<file path="src/rtl/frequency_analyzer_bank.sv">
// frequency_analyzer_bank: per-channel pixel-MSB period binning with valid/ready result dump.
// Optional FREQUENCY_ANALYZER_BANK_SATURATE_EN makes accumulators saturate with a sticky overflow flag.
module frequency_analyzer_bank #(
  parameter int CHANNELS = 3,
  parameter int DATA_WIDTH = 8,
  parameter int INDEX_WIDTH = 10,
  parameter int COUNTER_WIDTH = 32,
  parameter int PERIOD0_MIN = 9050,
  parameter int PERIOD0_MAX = 9150,
  parameter int PERIOD1_MIN = 11000,
  parameter int PERIOD1_MAX = 11250
) (
  input  logic                     clock,
  input  logic                     reset,
  input  logic [DATA_WIDTH-1:0]    pixel_data,
  input  logic                     pixel_valid,
  input  logic                     line_start,
  input  logic                     start,
  input  logic                     stop,
  input  logic                     cfg_we,
  input  logic [2:0]               cfg_channel,
  input  logic [INDEX_WIDTH-1:0]   cfg_index,
  output logic                     result_valid,
  input  logic                     result_ready,
  output logic [COUNTER_WIDTH-1:0] result_data,
  output logic [2:0]               result_channel,
  output logic                     result_bin,
  output logic                     result_last,
  output logic                     busy,
  output logic                     irq
);
  localparam int WORDS = 2 * CHANNELS;
  localparam int PW = $clog2(WORDS);
  localparam int CW = CHANNELS > 1 ? $clog2(CHANNELS) : 1;
`ifdef FREQUENCY_ANALYZER_BANK_SATURATE_EN
  localparam int SW = COUNTER_WIDTH + 1;
`else
  localparam int SW = COUNTER_WIDTH;
`endif
  localparam logic [COUNTER_WIDTH-1:0] P0L = COUNTER_WIDTH'(PERIOD0_MIN);
  localparam logic [COUNTER_WIDTH-1:0] P0H = COUNTER_WIDTH'(PERIOD0_MAX);
  localparam logic [COUNTER_WIDTH-1:0] P1L = COUNTER_WIDTH'(PERIOD1_MIN);
  localparam logic [COUNTER_WIDTH-1:0] P1H = COUNTER_WIDTH'(PERIOD1_MAX);
  typedef enum logic [1:0] {IDLE, RUN, DUMP, DONE} state_t;
  state_t state, state_n;
  logic [INDEX_WIDTH-1:0] idx [CHANNELS];
  logic [INDEX_WIDTH-1:0] pix, pos;
  logic [CHANNELS-1:0] sample, sample_d, armed, rise, hit, sel;
  logic [COUNTER_WIDTH-1:0] cnt [CHANNELS];
  logic [COUNTER_WIDTH-1:0] acc [CHANNELS][2];
  logic [SW-1:0] sum [CHANNELS];
  logic [PW-1:0] word;
  logic [CW-1:0] wch;
  logic hs, irq_r, unused;
`ifdef FREQUENCY_ANALYZER_BANK_SATURATE_EN
  logic [CHANNELS-1:0] ovf;
  assign result_data = state != DUMP ? '0 : ovf[wch] ? '1 : acc[wch][word[0]];
`else
  assign result_data = state != DUMP ? '0 : acc[wch][word[0]];
`endif
  assign unused = ^pixel_data[DATA_WIDTH-2:0];
  assign wch = CW'(word >> 1);
  assign pos = line_start ? '0 : pix + 1'b1;
  assign result_valid = state == DUMP;
  assign result_channel = 3'(word >> 1);
  assign result_bin = word[0];
  assign result_last = state == DUMP && word == PW'(WORDS - 1);
  assign hs = result_valid && result_ready;
  assign busy = state == RUN || state == DUMP;
  assign irq = irq_r;
  always_comb begin
    state_n = state;
    if ((state == IDLE || state == DONE) && start) state_n = RUN;
    if (state == RUN && stop) state_n = DUMP;
    if (hs && result_last) state_n = DONE;
  end
  // bin 1 wins the select; the ranges never overlap so bin 0 is the fallback
  always_comb begin
    for (int c = 0; c < CHANNELS; c++) begin
      rise[c] = sample[c] & ~sample_d[c];
      sel[c] = cnt[c] >= P1L && cnt[c] <= P1H;
      hit[c] = armed[c] && rise[c] && (sel[c] || (cnt[c] >= P0L && cnt[c] <= P0H));
      sum[c] = SW'(acc[c][sel[c]]) + SW'(cnt[c]);
    end
  end
  always_ff @(posedge clock) begin
    if (reset) begin
      state <= IDLE;
      pix <= '0;
      word <= '0;
      irq_r <= 1'b0;
      sample <= '0;
      sample_d <= '0;
      armed <= '0;
`ifdef FREQUENCY_ANALYZER_BANK_SATURATE_EN
      ovf <= '0;
`endif
      for (int c = 0; c < CHANNELS; c++) begin
        idx[c] <= '0;
        cnt[c] <= '0;
        acc[c][0] <= '0;
        acc[c][1] <= '0;
      end
    end else begin
      state <= state_n;
      irq_r <= hs && result_last;
      sample_d <= sample;
      word <= state != DUMP ? '0 : hs ? word + 1'b1 : word;
      for (int c = 0; c < CHANNELS; c++)
        if (state == IDLE && cfg_we && cfg_channel == 3'(c)) idx[c] <= cfg_index;
      if (state_n == RUN && state != RUN) begin
        pix <= '0;
        sample <= '0;
        sample_d <= '0;
        armed <= '0;
`ifdef FREQUENCY_ANALYZER_BANK_SATURATE_EN
        ovf <= '0;
`endif
        for (int c = 0; c < CHANNELS; c++) begin
          cnt[c] <= '0;
          acc[c][0] <= '0;
          acc[c][1] <= '0;
        end
      end else if (state == RUN) begin
        if (pixel_valid) pix <= pos;
        for (int c = 0; c < CHANNELS; c++) begin
          if (pixel_valid && idx[c] == pos) sample[c] <= pixel_data[DATA_WIDTH-1];
          if (rise[c]) begin
            cnt[c] <= COUNTER_WIDTH'(1);
            armed[c] <= 1'b1;
          end else if (~&cnt[c]) begin
            cnt[c] <= cnt[c] + 1'b1;
          end
`ifdef FREQUENCY_ANALYZER_BANK_SATURATE_EN
          if (hit[c]) begin
            acc[c][sel[c]] <= sum[c][COUNTER_WIDTH] ? '1 : sum[c][COUNTER_WIDTH-1:0];
            if (sum[c][COUNTER_WIDTH]) ovf[c] <= 1'b1;
          end
`else
          if (hit[c]) acc[c][sel[c]] <= sum[c];
`endif
        end
      end
    end
  end
endmodule

</file>
<file path="config.mk">
export PLATFORM = sky130hd
export DESIGN_NAME = frequency_analyzer_bank
export DESIGN_NICKNAME = d
export VERILOG_FILES = /design/src/rtl/frequency_analyzer_bank.sv
export SDC_FILE = /design/constraint.sdc
export NUM_CORES = 1
export LEC_CHECK = 0
export CORE_AREA = 2 2 376 192
export CTS_BUF_LIST = sky130_fd_sc_hd__clkbuf_16
export DETAILED_ROUTE_END_ITERATION = 12
export DIE_AREA = 0 0 378 194
export PLACE_DENSITY = 0.44
export SLEW_MARGIN = 15
export SYNTH_ARGS = -nofsm -noshare
export SYNTH_HDL_FRONTEND = slang
export SYNTH_SLANG_ARGS = --single-unit
</file>
<file path="constraint.sdc">
create_clock -name clock -period 9.8 [get_ports clock]
set_clock_uncertainty 0.1 [all_clocks]
set_input_delay 2.94 -clock clock [delete_from_list [all_inputs] [get_ports clock]]
set_output_delay 2.94 -clock clock [all_outputs]
set_load 0.01 [all_outputs]
</file>
==> metrics.md, run 1 <==
| Metric | Value |
|---|---|
| Final WL | 69990 um |
| Hold Path Sink | sample_d[2] |
| Hold path cells | 2 |
| Syn_area_per_cell | 10.05 um^2 |
| Internal power | 2.952 mW |
| DRT Pass-1 Iters | 5 |
| Antenna violations before repair | 0 |
| Chip width | 378 um |
| CTS resizes | 0 |
| Initial Util | 31.63% |
| Hold Vio Cnt, Final | 0 |
| Worst-skew pair later-pin latency | 0.56 ns |
| Final-report max-slew violation count | 0 |
| Post-synth net total | 2349 |
| Post-Syn Instances | 2206 |
| Largest net degree at the start of global routing | 37 |
| Sequential share of the synthesized area | 45.51% |
| Final worst path period share | 72.46% |
| Crit path max fanout | 33 |
| First-pass GRT wire length | 104300 um |
| Post-synth EDFFs | 318 |
| Longest Clk Path Bufs | 3 |
| CP Cell Sequence | nor4_1 -> nand4_1 -> nor4_1 -> a2bb2oi_1 -> a211oi_4 -> buf_4 -> mux2_2 -> ha_1 -> a211oi_1 -> o21bai_1 -> o211ai_1 -> a21oi_1 -> o21ai_1 -> o21ai_0 -> o41ai_1 -> xor2_1 -> nor2_1 |
| CP peak stage delay | 0.68 ns |
| Clock slew at reported path FFs | 0.07 ns |
| Clock root cell | clkbuf_16 |
| Switching power | 1.372 mW |
| Wirelength per Cell | 21.62 um |
| PwrDens | 172.2 nW/um^2 |
| Tot GR Track Use | 18.92% |
| Share of layout cells above drive strength 1 | 8.425% |
| Top FF cell, synth | edfxtp_1 |
| Async S/R FF share, synth | 0% |
| Element type at the critical path start | flop |
| Gpl congestion | 0.9060 |
| Seq pwr share | 45.5% |
| VDD IR-drop max | 0.0001094 V |
| Cts bufs inserted | 38 |
| DP HPWL | 52130 um |
| Core area | 70100 um^2 |
| WS Path Type | reg2reg |
| Layout Utilization | 35.81% |
| R2r setup slk | 2.70 ns |
| Crit path capture type | flop |
| Die Span Y | 194 um |
| Row cnt | 69 |
| R2R Path Start | cnt[0][28] |
| Clk network pwr share | 33.6% |
| GRT overflow | 0 |
| Critical Path AT | 7.28 ns |
| # diodes | 0 |
| Switching share of power | 31.73% |
| Hold path startpoint | sample[2] |
| FF+latch count, synth | 345 |
| Slew HR | 23.85% |
| Routed Antenna Nets | 0 |
| Status | finished clean |
| Synth-to-layout area growth | 13.24% |
| HP Class | reg2reg |
| Vias after detailed routing | 17000 |
| Worst Path Required | 9.97 ns |
| Worst-Margin Slew | 1.134 ns |
| Cell Area, Synth | 22170 um^2 |
| Ys Warns | 0 |
| IO Count | 69 |
| Gate power share | 21.0% |
| Max cap viols | 0 |
| Sinks on Clock Net | 345 |
| CP max-delay cell | nor4_1 |
| Leak | 9.848 nW |
| R2R Path End | acc[0][29] |
| Post-synth cell types | 68 |
| DRT iter0 DRCs | 1861 |
| Htree depth | 2 |
| Setup_tns | 0 ns |
| CTS Hold Bufs | 0 |
| Max Fclk | 0.1408 GHz |
| DIE AREA | 73330 um^2 |
| Worst r2r path cells | 17 |
| RSZ-0062 raised after global routing | no |
| # Post-CTS Setup Buffers | 0 |
| Vias per cell | 5.251 |
| Crit. Startpoint | cnt[0][28] |
| TritonCTS clock tree | built |
| Nets | 2393 |
| Number of global-route vias before repair | 15800 |
| CP most frequent cell | nor4_1 |
| Final setup violation count | 0 |
| FILL cells | 7041 |
| Port buffer count | 60 |
| Post-layout min period | 7.101 ns |
| DRC | 0 |
==> logic make-up (layout without fill, tap and decap cells) <==
group	count (synthesis)	count (layout)	share of synthesized area, %
compound gates	354	354	10.76
fa+ha+maj	114	114	6.535
xor+xnor	215	215	8.493
mux	132	132	8.126
other cells	1	1	0.01691
simple gates	903	903	18.08
flops	345	345	45.51
buf+inv	142	215	2.477
==> routing by layer <==
layer / wire, um / GRT usage, %
met1: 39080 / 33.02
met3: 4680 / 3.060
met4: 1171 / 3.409
met5: 0 / 0
met2: 25050 / 23.12
==> per-stage QoR <==
| stage | power (mW) | worst slack [ns] | cells | hold WS, ns | cell area [um^2] |
|---|---|---|---|---|---|
| 2_1_floorplan | 2.574 | 4.107 | 2206 | 0.3191 | 22170 |
| 3_3_place_gp | 2.872 | 3.020 | 3168 | 0.3447 | 23900 |
| 3_5_place_dp | 2.890 | 2.985 | 3168 | 0.3452 | 23900 |
| 4_1_cts | 4.357 | 2.968 | 3237 | 0.3572 | 25110 |
| 5_1_grt | 4.531 | 2.416 | 3237 | 0.3839 | 25110 |
| 6_report | 4.325 | 2.699 | 3237 | 0.3492 | 25110 |
==> synthesized netlist by cell type (13+ instances only) <==
cell / instances / area share, %
and3_1: 28 / 0.79
nor3_1: 25 / 0.56
a31oi_1: 17 / 0.48
xor2_1: 114 / 4.5
o211a_1: 36 / 1.6
nand3_1: 71 / 1.6
a21o_1: 44 / 1.5
a211oi_1: 13 / 0.44
mux2i_1: 36 / 1.6
mux2_2: 63 / 3.2
nor4_1: 26 / 0.73
ha_1: 111 / 6.3
and2_1: 19 / 0.54
o21bai_1: 13 / 0.44
inv_1: 53 / 0.90
mux4_2: 32 / 3.3
nand4_1: 33 / 0.93
nor2b_1: 19 / 0.54
dfxtp_1: 27 / 2.4
edfxtp_1: 318 / 43
xnor2_1: 101 / 4.0
o21ai_0: 59 / 1.3
o211ai_1: 13 / 0.44
nand2_1: 278 / 4.7
a21oi_1: 94 / 2.1
nor2_1: 355 / 6.0
clkbuf_1: 66 / 1.1
==> power groups by stage <==
| stage | logic [mW] | clock network [mW] | registers, mW |
|---|---|---|---|
| floorplan | 0.662 | 0 | 1.91 |
| global placement | 0.881 | 0 | 1.99 |
| detailed placement | 0.894 | 0 | 2.00 |
| CTS | 0.902 | 1.49 | 1.97 |
| global route | 1.00 | 1.54 | 1.99 |
| finish | 0.907 | 1.45 | 1.97 |
==> worst max-delay path, delay by kind of cell (launching register included) <==
family / cells / cell delay, ns
AOI/OAI and AO/OA: 9 / 2.81
and+or+nand+nor: 4 / 1.84
buffers and inverters: 1 / 0.54
DFF: 1 / 0.50
muxes: 1 / 0.44
adders and majority gates: 1 / 0.32
xor gates and xnor gates: 1 / 0.22
==> how the worst max path moves through the flow <==
stage                  to  slack, ns  cells after the start
2_1_floorplan  acc[1][32]       4.11                      7
3_3_place_gp   acc[0][31]       3.02                     17
3_5_place_dp   acc[0][31]       2.98                     17
4_1_cts        acc[0][31]       2.97                     17
5_1_grt        acc[0][29]       2.42                     17
6_report       acc[0][29]       2.70                     17
==> cell usage in the layout, fill, tap and decap left out, drive strengths merged, types with 9 or more instances in the layout <==
master	Yosys	final
nand3	71	71
o211a	36	36
nor3	25	25
mux2	64	64
o21a	12	12
a211oi	14	14
o31ai	9	9
a21oi	94	94
and2	19	19
nor4	27	27
dfxtp	27	27
mux2i	36	36
clkinv	0	13
o211ai	13	13
buf	21	33
ha	111	111
a31oi	17	17
nor2b	19	19
and3	28	28
o21ai	62	62
nand4	33	33
xor2	114	114
nand2b	12	12
clkdlybuf4s50	0	60
nand2	278	278
a21o	44	44
or3	10	10
o21bai	13	13
clkbuf	68	40
mux4	32	32
inv	53	66
nor2	355	355
edfxtp	318	318
xnor2	101	101
==> sequential cells by signal, indices dropped and copies added, names as in the netlist, named ones only <==
name	count
word	3
sample_d	3
state	2
pix	10
acc	192
armed	3
sample	3
irq	1
idx	30
cnt	96
==> layout make-up <==
class / count / area (um^2) / area share, %
sequential: 345 / 10100 / 40.21
timing repair buffer: 93 / 848.3 / 3.379
inverter: 53 / 198.9 / 0.7924
clock inverter: 29 / 206.4 / 0.8223
clock buffer: 40 / 1001 / 3.987
tap: 958 / 1199 / 4.774
multi-input combinational: 1719 / 11560 / 46.03
No activity file was read; power rests on OpenSTA's default activity.
==> run 2, diff against run 1 <==
Clock period 9.8 ns to 7.21 ns, I/O delays scaled along.
==> metrics.md, run 2 (same netlist as run 1, synthesis figures left out) <==
| Metric | Value |
|---|---|
| Status | finished clean |
| Crit path capture type | flop |
| Most common cell after layout, fill and taps aside | nor2_1 |
| Vias after detailed routing | 17030 (+0.16%) |
| First-pass GRT wire length | 104900 um (+0.60%) |
| CTS Hold Bufs | 0 (unchanged) |
| Total Power | 5.869 mW (+36%) |
| Max reg flops | 192 (unchanged) |
| RSZ-0062 raised after global routing | no |
| Worst-Margin Slew | 1.054 ns (-0.07916 ns) |
| Worst Path Required | 7.41 ns (-2.56 ns) |
| Max cap viols | 0 (unchanged) |
| Element type at the critical path start | flop |
| Clock root cell | clkbuf_16 |
| Crit path max fanout | 13 (-61%) |
| Max Fclk | 0.1482 GHz (+5.2%) |
| Share of layout cells above drive strength 1 | 9.071% (+0.65 points) |
| Clock slew at reported path FFs | 0.06 ns (about the same) |
| DRT iter0 DRCs | 1637 (-12%) |
| DIE AREA | 73330 um^2 (unchanged) |
| PwrDens | 232.8 nW/um^2 (+35%) |
| IO Count | 69 (unchanged) |
| Worst-skew pair later-pin latency | 0.57 ns (about the same) |
| Top reg by flops | acc |
| # Post-CTS Setup Buffers | 0 (unchanged) |
| Seq pwr share | 45.4% (about the same) |
| CP peak stage delay | 0.65 ns (-0.03 ns) |
| # diodes | 0 (unchanged) |
| Worst path bufs/invs | 2 (+1) |
| DRC | 0 (unchanged) |
| Antenna violations before repair | 0 (unchanged) |
| CTS resizes | 0 (unchanged) |
| Wirelength per Cell | 21.68 um (+0.28%) |
| Number of global-route vias before repair | 15900 (+0.62%) |
| Hold Vio Cnt, Final | 0 (unchanged) |
| Final WL | 70490 um (+0.72%) |
| CP max-delay cell | nor4_1 |
| Final setup violation count | 0 (unchanged) |
| Switching power | 1.880 mW (+37%) |
| WS Path Type | reg2reg |
| Core area | 70100 um^2 (unchanged) |
| Layout Utilization | 35.97% (+0.15 points) |
| Tot GR Track Use | 19.01% (+0.096 points) |
| DP HPWL | 52750 um (+1.2%) |
| DRT Pass-1 Iters | 7 (+2) |
| Leak | 9.908 nW (+0.61%) |
| CP Cell Sequence | nor4_1 -> nand4_1 -> nor4_1 -> a2bb2oi_1 -> a211oi_4 -> buf_4 -> mux2_2 -> ha_1 -> a211oi_1 -> o21bai_1 -> o211ai_1 -> a21oi_1 -> buf_4 -> o21ai_1 -> o21ai_0 -> o41ai_1 -> xor2_1 -> nor2_1 |
| Critical Path AT | 6.95 ns (-0.33 ns) |
| Placed Area | 24010 um^2 (+0.47%) |
| TritonCTS clock tree | built |
| Final worst path period share | 93.58% (+21 points) |
| Synth-to-layout area growth | 13.72% |
| Kind of cell adding the most delay to the critical path | compound AO/OA/AOI/OAI gates |
| Internal power | 3.989 mW (+35%) |
| Gpl congestion | 0.8567 (-5.4%) |
| HP Class | reg2reg |
| Clk network pwr share | 33.5% (about the same) |
| Routed Antenna Nets | 0 (unchanged) |
| Row cnt | 69 (unchanged) |
| Setup_tns | 0 ns (unchanged) |
| Largest regs | acc x192, cnt x96, idx x30 |
| Chip width | 378 um (unchanged) |
| Htree depth | 2 (unchanged) |
| Fin area | 25210 um^2 (+0.42%) |
| Die Span Y | 194 um (unchanged) |
| Largest net degree at the start of global routing | 52 (+41%) |
| Vias per cell | 5.237 (-0.27%) |
| Slew HR | 29.71% (+5.9 points) |
| Commonest non-fill, non-tap cells in the layout | nor2_1 (355), edfxtp_1 (318), nand2_1 (277) |
| Switching share of power | 32.04% (+0.31 points) |
| Final-report max-slew violation count | 0 (unchanged) |
| Sinks on Clock Net | 345 (unchanged) |
| Post-layout min period | 6.747 ns (-0.3536 ns) |
| Nets | 2407 (+0.59%) |
| Gate power share | 21.1% (about the same) |
| Port buffer count | 60 (unchanged) |
| R2r setup slk | 0.46 ns (-2.24 ns) |
| Cts bufs inserted | 39 (+2.6%) |
| Initial Util | 31.63% (unchanged) |
| VDD IR-drop max | 0.0001334 V (+22%) |
| Longest Clk Path Bufs | 3 (unchanged) |
| GRT overflow | 0 (unchanged) |
run 2: path summary, 6_finish.rpt:
kind                       to  cells after the start        from
setup / recovery   acc[0][29]                     18  cnt[0][28]
hold reg to reg   sample_d[1]                      2   sample[1]
hold / removal    sample_d[1]                      2   sample[1]
setup reg to reg   acc[0][29]                     18  cnt[0][28]
run 2: per-layer routing:
metal	wire length (um)	track usage, %	up-vias
li1	-	-	8115
met1	40620	33.70	8426
met2	24640	22.92	434
met3	4312	2.998	51
met4	923	2.907	0
met5	0	0	-
run 2: cell type report:
cell class | count | area, um^2
Clock buffer | 40 | 1001
Clock inverter | 30 | 201.4
Fill cell | 7034 | 44890
Inverter | 53 | 198.9
Multi-Input combinational cell | 1719 | 11560
Sequential cell | 345 | 10100
Tap cell | 958 | 1199
Timing Repair Buffer | 106 | 958.4
run 2: metrics by stage:
step	setup WS [ns]	hold slack (ns)	cells
3_5_place_dp	0.6829	0.3468	3181
3_3_place_gp	0.7136	0.3409	3181
4_1_cts	0.6329	0.3519	3251
5_1_grt	0.07966	0.3713	3251
2_1_floorplan	2.294	0.3191	2206
6_report	0.4628	0.3467	3251
run 2: power by group through the flow:
stage / combinational [mW] / clock, mW / sequential (mW)
2_1_floorplan: 0.900 / 0 / 2.60
3_3_place_gp: 1.21 / 0 / 2.70
3_5_place_dp: 1.22 / 0 / 2.71
4_1_cts: 1.23 / 2.02 / 2.66
5_1_grt: 1.37 / 2.09 / 2.70
6_report: 1.24 / 1.96 / 2.67
run 2: worst reg2reg max path: cells and delay by family, from the launching register on:
kind                       cells  cell delay, ns
and+or+nand+nor                4            1.80
AOI/OAI and AO/OA              9            2.61
xor gates and xnor gates       1            0.23
DFF                            1            0.52
muxes                          1            0.42
buffers and inverters          2            0.48
adders and majority gates      1            0.32
==> run 3, diff against run 2 <==
Settings changed: PLACE_DENSITY 0.44 to default, PLACE_DENSITY_LB_ADDON from default to 0.12.
==> metrics.md, run 3 (same netlist as run 1, synthesis figures left out) <==
| Metric | Value |
|---|---|
| IO Count | 69 (unchanged) |
| Most common cell after layout, fill and taps aside | nor2_1 |
| Gpl congestion | 0.8729 (+1.9%) |
| Setup WS post-layout | 0.4052 ns (-0.05758 ns) |
| TritonCTS clock tree | built |
| Crit path capture | acc[0][63] |
| PwrDens | 234.5 nW/um^2 (+0.73%) |
| Placed Area | 23950 um^2 (-0.25%) |
| GRT overflow | 0 (unchanged) |
| Status | finished clean |
| Kind of cell adding the most delay to the critical path | compound AO/OA/AOI/OAI gates |
| Fin area | 25170 um^2 (-0.18%) |
| Slew HR | 28.18% (-1.5 points) |
| Synth-to-layout area growth | 13.52% |
| R2R Path Start | cnt[0][28] |
| Max cap viols | 0 (unchanged) |
| Final worst path period share | 94.38% (+0.80 points) |
| Element type at the critical path start | flop |
| Routed Antenna Nets | 0 (unchanged) |
| Clock root cell | clkbuf_16 |
| Crit path capture type | flop |
| RSZ-0062 raised after global routing | no |
| Post-layout min period | 6.805 ns (+0.05758 ns) |
| Worst path bufs/invs | 1 (-1) |
| Worst-Margin Slew | 1.077 ns (+0.02290 ns) |
| Dpl cells | 3174 (-0.22%) |
| Largest net degree at the start of global routing | 53 (+1.9%) |
| # Post-CTS Setup Buffers | 0 (unchanged) |
| Multi-input gate area | 11570 um^2 (about the same) |
| Hold Vio Cnt, Final | 0 (unchanged) |
| Hold path startpoint | sample[1] |
| Final-report max-slew violation count | 0 (unchanged) |
| Die Span Y | 194 um (unchanged) |
| Final setup violation count | 0 (unchanged) |
| Worst r2r path cells | 17 (-1) |
| DP HPWL | 51930 um (-1.6%) |
| Final WL | 69900 um (-0.84%) |
| Number of global-route vias before repair | 16070 (+1.1%) |
| Share of layout cells above drive strength 1 | 8.705% (-0.37 points) |
| Sinks on Clock Net | 345 (unchanged) |
| CP Cell Sequence | nor4_1 -> nand4_1 -> nor4_1 -> a2bb2oi_1 -> a211oi_4 -> buf_4 -> mux2_2 -> ha_1 -> nand3_1 -> nor2_1 -> o211ai_1 -> a21oi_1 -> o21ai_1 -> o21ai_0 -> o221ai_1 -> xnor2_1 -> nor2_1 |
| Max reg flops | 192 (unchanged) |
| Initial Util | 31.63% (unchanged) |
| FILL cells | 7054 (+0.28%) |
| Worst path depth | 17 (-1) |
| Max Fclk | 0.1470 GHz (-0.85%) |
| Commonest non-fill, non-tap cells in the layout | nor2_1 (355), edfxtp_1 (318), nand2_1 (277) |
| DRT iter0 DRCs | 1552 (-5.2%) |
| Critical Path AT | 7.00 ns (+0.05 ns) |
| Setup_tns | 0 ns (unchanged) |
| Fin cells | 3244 (-0.22%) |
| Core area | 70100 um^2 (unchanged) |
| Vias per cell | 5.244 (+0.13%) |
| Cts bufs inserted | 39 (unchanged) |
| Pre-CTS setup slack | 0.6419 ns (-0.04092 ns) |
| Register area | 10100 um^2 (unchanged) |
| Row cnt | 69 (unchanged) |
| WS Path Type | reg2reg |
| Antenna violations before repair | 0 (unchanged) |
| Vias after detailed routing | 17010 (-0.082%) |
| VDD IR-drop max | 0.0001718 V (+29%) |
| # diodes | 0 (unchanged) |
| CP peak stage delay | 0.72 ns (+0.07 ns) |
| R2R Path End | acc[0][63] |
| Top reg by flops | acc |
| Port buffer count | 60 (unchanged) |
| DRC | 0 (unchanged) |
| CP max-delay cell | nor4_1 |
| Hold path cells | 2 (unchanged) |
| Worst-skew pair later-pin latency | 0.57 ns (about the same) |
| Worst Path Required | 7.40 ns (about the same) |
| Htree depth | 2 (unchanged) |
| Largest regs | acc x192, cnt x96, idx x30 |
| Total Power | 5.902 mW (+0.55%) |
| Longest Clk Path Bufs | 3 (unchanged) |
| Crit path max fanout | 23 (+10) |
| Nets | 2400 (-0.29%) |
| First-pass GRT wire length | 105800 um (+0.83%) |
| Clock slew at reported path FFs | 0.06 ns (about the same) |
| DRT Pass-1 Iters | 7 (unchanged) |
| R2r setup slk | 0.41 ns (-0.06 ns) |
| Leak | 9.857 nW (-0.51%) |
| CTS Hold Bufs | 0 (unchanged) |
| Crit. Startpoint | cnt[0][28] |
| HP Class | reg2reg |
| Tot GR Track Use | 19.12% (+0.11 points) |
| Chip width | 378 um (unchanged) |
| DIE AREA | 73330 um^2 (unchanged) |
| Wirelength per Cell | 21.55 um (-0.62%) |
-- run 3: stage by stage --
step / utilization (%) / hold WS (ns)
2_1_floorplan: - / 0.3191
3_3_place_gp: 34.17 / 0.3376
3_5_place_dp: 34.17 / 0.3520
4_1_cts: 35.89 / 0.3639
5_1_grt: 35.90 / 0.3769
6_report: 35.90 / 0.3602
-- run 3: repair_timing --
action | CTS | global route
endpoints found under the hold margin | 0 | 0
endpoints found under the setup margin | 0 | 1
gates resized for setup | 0 | 1
-- run 3: how the worst min path moves through the flow --
stage,to,slack (ns)
2_1_floorplan,sample_d[0],0.32
3_3_place_gp,sample_d[1],0.34
3_5_place_dp,armed[1],0.35
4_1_cts,sample_d[1],0.36
5_1_grt,armed[0],0.38
6_report,sample_d[1],0.36
-- run 3: worst reg2reg max path, cell delays in order, from the launching register on --
cell and delay [ns]:
edfxtp_1 0.50, nor4_1 0.56, nand4_1 0.48, nor4_1 0.72
a2bb2oi_1 0.20, a211oi_4 0.22, buf_4 0.42, mux2_2 0.41
ha_1 0.38, nand3_1 0.19, nor2_1 0.13, o211ai_1 0.24
a21oi_1 0.44, o21ai_1 0.22, o21ai_0 0.66, o221ai_1 0.35
xnor2_1 0.26, nor2_1 0.06
-- run 3: metal layers --
layer	GRT usage [%]	vias up	routed length, um
li1	-	8105	-
met1	33.21	8329	39240
met2	23.59	522	25030
met3	3.335	56	4761
met4	3.069	0	866
met5	0	-	0
-- run 3: report_power, final --
| part | internal [mW] | switching, mW |
|---|---|---|
| logic | 0.472 | 0.758 |
| registers | 2.43 | 0.236 |
| clock network | 1.11 | 0.892 |
| total | 4.02 | 1.89 |
-- run 3: cell type report --
| type | count | area share, % |
|---|---|---|
| multi-input combinational | 1719 | 45.97 |
| sequential | 345 | 40.11 |
| tap | 958 | 4.763 |
| clock buffer | 40 | 3.977 |
| timing repair buffer | 99 | 3.550 |
| clock inverter | 30 | 0.8352 |
| inverter | 53 | 0.7905 |
